==> config.mk <==
export PLATFORM = sky130hd
export DESIGN_NAME = bcd_decoder_stream
export DESIGN_NICKNAME = d
export VERILOG_FILES = /design/src/rtl/bcd_pkg.sv /design/src/rtl/bcd_digit_fifo.sv /design/src/rtl/bcd_decoder_stream.sv
export SDC_FILE = /design/constraint.sdc
export NUM_CORES = 1
export LEC_CHECK = 0
export CORE_ASPECT_RATIO = 0.75
export CORE_UTILIZATION = 25
export CTS_CLUSTER_DIAMETER = 200
export DETAILED_ROUTE_END_ITERATION = 8
export HOLD_SLACK_MARGIN = 0.05
export PLACE_DENSITY = 0.45
export SLEW_MARGIN = 20
export SYNTH_ARGS = -nofsm -noshare
export SYNTH_HDL_FRONTEND = slang
export SYNTH_HIERARCHICAL = 1
export SYNTH_SLANG_ARGS = --single-unit
==> constraint.sdc <==
create_clock -name clk -period 2.35 [get_ports clk]
set_clock_uncertainty 0.1 [all_clocks]
set_input_delay 0.47 -clock clk [delete_from_list [all_inputs] [get_ports clk]]
set_output_delay 0.47 -clock clk [all_outputs]
set_load 0.1 [all_outputs]
==> src/rtl/bcd_pkg.sv <==
// Shared types and decode helper for the BCD digit stream path.
// Holds the entry layout that is stored in the output buffer.
package bcd_pkg;

   typedef logic [3:0] bcd_t;
   typedef logic [9:1] decimal_t;

   localparam bcd_t        BCD_MAX = 4'd9;
   localparam int unsigned ENTRY_W = 10;

   typedef struct packed {
      decimal_t decimal;
      logic     err;
   } entry_t;

   // Digit k in 1..9 lights line k; zero and illegal codes give no lines.
   function automatic decimal_t bcd_to_decimal(bcd_t d);
      decimal_t r;
      r = '0;
      case (d)
         4'd1:    r[1] = 1'b1;
         4'd2:    r[2] = 1'b1;
         4'd3:    r[3] = 1'b1;
         4'd4:    r[4] = 1'b1;
         4'd5:    r[5] = 1'b1;
         4'd6:    r[6] = 1'b1;
         4'd7:    r[7] = 1'b1;
         4'd8:    r[8] = 1'b1;
         4'd9:    r[9] = 1'b1;
         default: r = '0;
      endcase
      return r;
   endfunction

   function automatic logic bcd_is_illegal(bcd_t d);
      return d > BCD_MAX;
   endfunction

endpackage

==> src/rtl/bcd_digit_fifo.sv <==
// DEPTH-entry buffer for decoded digits; the read port is the registered head.
// Occupancy is tracked by a count one bit wider than the wrapping pointers.
module bcd_digit_fifo
   import bcd_pkg::*;
#(
   parameter int unsigned DEPTH = 2,
   parameter int unsigned WIDTH = ENTRY_W
) (
   input  logic             clk,
   input  logic             rstN,
   input  logic             push,
   input  logic             pop,
   input  logic [WIDTH-1:0] wdata,
   output logic [WIDTH-1:0] rdata,
   output logic             full,
   output logic             empty
);

   localparam int unsigned AW = (DEPTH > 1) ? $clog2(DEPTH) : 1;
   localparam logic [AW:0] FULL_CNT = (AW + 1)'(DEPTH);

   logic [WIDTH-1:0] mem [DEPTH];
   logic [AW-1:0]    wr_ptr;
   logic [AW-1:0]    rd_ptr;
   logic [AW:0]      count;
   logic             do_push;
   logic             do_pop;

   assign full    = (count == FULL_CNT);
   assign empty   = (count == '0);
   assign do_push = push && !full;
   assign do_pop  = pop && !empty;
   assign rdata   = mem[rd_ptr];

   always_ff @(posedge clk or negedge rstN) begin
      if (!rstN) begin
         wr_ptr <= '0;
         rd_ptr <= '0;
         count  <= '0;
      end else begin
         if (do_push) wr_ptr <= wr_ptr + 1'b1;
         if (do_pop)  rd_ptr <= rd_ptr + 1'b1;
         case ({do_push, do_pop})
            2'b10:   count <= count + 1'b1;
            2'b01:   count <= count - 1'b1;
            default: count <= count;
         endcase
      end
   end

   // Storage needs no reset: stale words are never visible while count says empty.
   always_ff @(posedge clk) begin
      if (do_push) mem[wr_ptr] <= wdata;
   end

endmodule

==> src/rtl/bcd_decoder_stream.sv <==
// Streams 4-bit BCD digits into one-hot decimal lines [9:1] through a small buffer.
// Illegal codes pass through as all-zero with an error flag and a saturating count.
module bcd_decoder_stream
   import bcd_pkg::*;
#(
   parameter int unsigned DEPTH = 2,
   parameter int unsigned CNT_W = 8
) (
   input  logic             clk,
   input  logic             rstN,
   input  logic [3:0]       bcd_in,
   input  logic             in_valid,
   output logic             in_ready,
   output logic [9:1]       decimal_out,
   output logic             out_err,
   output logic             out_valid,
   input  logic             out_ready,
   input  logic             clr_err,
   output logic [CNT_W-1:0] err_count
);

   logic   ready_q;
   logic   accept;
   logic   pop;
   logic   full;
   logic   empty;
   logic   illegal;
   entry_t wr_entry;
   entry_t rd_entry;

   assign illegal          = bcd_is_illegal(bcd_in);
   assign wr_entry.decimal = bcd_to_decimal(bcd_in);
   assign wr_entry.err     = illegal;

   // No pass-through: a full buffer refuses input even while the head is popped.
   assign in_ready  = ready_q && !full;
   assign out_valid = !empty;
   assign accept    = in_valid && in_ready;
   assign pop       = out_valid && out_ready;

   assign decimal_out = empty ? '0 : rd_entry.decimal;
   assign out_err     = empty ? 1'b0 : rd_entry.err;

   bcd_digit_fifo #(
      .DEPTH (DEPTH),
      .WIDTH (ENTRY_W)
   ) u_fifo (
      .clk   (clk),
      .rstN  (rstN),
      .push  (accept),
      .pop   (pop),
      .wdata (wr_entry),
      .rdata (rd_entry),
      .full  (full),
      .empty (empty)
   );

   always_ff @(posedge clk or negedge rstN) begin
      if (!rstN) begin
         ready_q   <= 1'b0;
         err_count <= '0;
      end else begin
         ready_q <= 1'b1;
         if (clr_err)
            err_count <= '0;
         else if (accept && illegal && (err_count != '1))
            err_count <= err_count + 1'b1;
      end
   end

endmodule

==> summary.md <==
| Metric | Value |
|---|---|
| Die area | 6539 sq um |
| Initial DRC Count | 24 |
| P_leak | 0.8276 nW |
| Pre-antenna DRT Iters | 4 |
| Routed wl met3 | 78 um |
| Worst setup margin | 0.2398 ns |
| Crit Path Max Fanout | 11 |
| Via-to-Cell Ratio | 4.364 |
| Post-route ant nets | 0 |
| Die width | 93.04 um |
| Max Transition Viols Final | 0 |
| Max clock buf depth | 2 |
| Aggregate global routing overflow | 0 |
| Design Area, Final | 2128 sq um |
| Arrival time worst endpoint | 1.54 ns |
| Yosys cell types | 31 |
| Core footprint | 5916 sq um |
| Setup crit end kind | output pin |
| Worst setup SP type | flop |
| Power per cell area | 1352 nW/um^2 |
| Commonest non-fill, non-tap cells in the layout | edfxtp_1, dfrtp_1, buf_12, buf_4, mux2_2 |
| Critical path class | flop to output pin |
| Largest net degree at the start of global routing | 15 |
| F_max | 473.9 MHz |
| Gr usage total | 10.66% |
| Fillers | 570 |
| Met2 WL | 1503 um |
| CTS tree | yes |
| Reg2Reg Setup Slack | 0.39 ns |
| Number of buffers created by CTS | 5 |
| RSZ-0062 raised after global routing | no |
| Die height | 70.28 um |
| Synth Warn # | 6 |
| Commonest non-fill, non-tap cell in the layout | edfxtp_1 |
| Initial Util | 26.27% |
| Setup TNS | 0 ns |
| Post-DP HPWL | 2311 um |
| Final worst path period share | 89.80% |
| Reg area | 927.1 sq um |
| Fin util | 35.98% |
| Global-route wire length before repair | 5223 um |
| Post-synth EDFFs | 20 |
| Io pins | 29 |
| FFs w/ async S/R, synth | 39.39% |
| Worst VDD drop | 570.3 uV |
| # H-tree levels | 2 |
| CTS clk-pin slew, worst paths | 0.06 ns |
| Final setup fails | 0 |
| Placed Area | 2046 sq um |
| Clk Latency, worst-skew pair | 0.28 ns |
| Avg Cell Area, Syn | 12.63 sq um |
| #FFs+latches synth | 33 |
| Max Used Layer | met4 |
| Rel. slew slack | 58.08% |
| # hold bufs at CTS | 0 |
| Fraction of layout cells with a size suffix above 1 | 32.91% |
| Worst hold slack | 0.4030 ns |
| Status | finished, final reports clean |
| Nets | 168 |
| Sequential share of the synthesized area | 59.58% |
| Synth-to-Final Area Change | 36.96% |
| Via Count | 1030 |
| Wire length on met1 | 1491 um |
| Root Buffer | clkbuf_8 |
| Hold Fails Final Rpt | 0 |
| DP Worst Slack | 0.09222 ns |
| Cell Area, Synth | 1554 sq um |
| Max_cap viols | 0 |
| WL per Instance | 13.33 um |
| IO buf count | 28 |
| Fin crit period | 2.110 ns |
| Hold/Removal Path Class | flop to flop |
| ANT cells | 0 |
| Worst Max-Slew Pin Slew | 0.6268 ns |
| Final WL | 3145 um |
| Initial antenna violation count | 0 |
| # rows | 24 |
| Post-synth top flop | edfxtp_1 |
| Remaining DRCs | 0 |
| CTS Sinks | 33 |
| Vias in the first global route | 1083 |
| Net Count, Synth | 134 |
| Multi-input gate area | 608.1 sq um |
| Post-synthesis cell count | 123 |
| Final GP Congestion | 0.7623 |
| Critical path required time | 1.78 ns |
==> sequential cells by signal, summed over array words and instances, names as in the netlist <==
register	count
u_fifo/mem	20
err_count	8
u_fifo/count	2
ready_q	1
u_fifo/rd_ptr	1
u_fifo/wr_ptr	1
==> stage by stage <==
| stage | power (mW) | instances |
|---|---|---|
| after floorplan | 1.911 | 123 |
| after global placement | 2.490 | 228 |
| after detailed placement | 2.506 | 228 |
| after CTS | 2.908 | 236 |
| after global routing | 2.989 | 236 |
| final | 2.878 | 236 |
==> final timing paths <==
check / start / end / depth (start not counted)
setup / recovery: u_fifo/rd_ptr / decimal_out[7] / 3
hold / removal: u_fifo/count[1] / u_fifo/count[1] / 1
setup reg to reg: u_fifo/count[0] / err_count[5] / 6
hold reg to reg: u_fifo/count[1] / u_fifo/count[1] / 1
max in group asynchronous: rstN / u_fifo/rd_ptr / 1
min in group asynchronous: rstN / err_count[6] / 1
==> synth_stat cells (all sizes together), types with 4 or more instances <==
cell type | instances | area, sq um
a21oi | 6 | 30.03
dfrtp | 13 | 325.3
edfxtp | 20 | 600.6
mux2 | 10 | 112.6
nand2 | 4 | 15.01
nand3 | 4 | 20.02
nor2 | 9 | 33.78
nor2b | 13 | 83.83
nor3 | 5 | 25.02
==> power by group <==
group	switching (mW)	internal, mW	total [mW]
registers	0.0784	0.706	0.785
clock network	0.193	0.199	0.392
logic	1.08	0.623	1.70
==> critical path, cell delays in order (launching register included) <==
cell and delay (ns):
dfrtp_2 0.54, mux2_2 0.37, nor2b_1 0.17, buf_12 0.18
==> per-layer routing <==
layer	GRT usage, %	up-vias
met3	2.723	9
met4	5.641	0
li1	-	504
met1	13.22	501
met2	16.99	16
met5	0	-
==> repair_timing <==
item,in CTS,in global routing
buffers inserted,0,0
setup endpoints to repair,0,1
resized for setup,0,1
==> area by class of cell <==
class | instances | area share, %
flip-flops and latches | 33 | 43.56
multi-input cells | 83 | 28.57
repair buffers | 31 | 18.93
well taps | 78 | 4.586
clock buffers | 5 | 3.233
clock inverters | 3 | 0.5879
inverters | 3 | 0.5291
==> cell families after synthesis <==
logic type / Yosys count / share of synthesized area (%)
AOI/OAI and AO/OA: 14 / 6.682
xor gates and xnor gates: 6 / 3.382
adders and majority gates: 2 / 1.610
buffers and inverters: 7 / 2.415
DFF: 33 / 59.58
muxes: 11 / 7.891
other: 1 / 0.2413
and+or+nand+nor: 49 / 18.20
No activity file was read; power rests on OpenSTA's default activity.
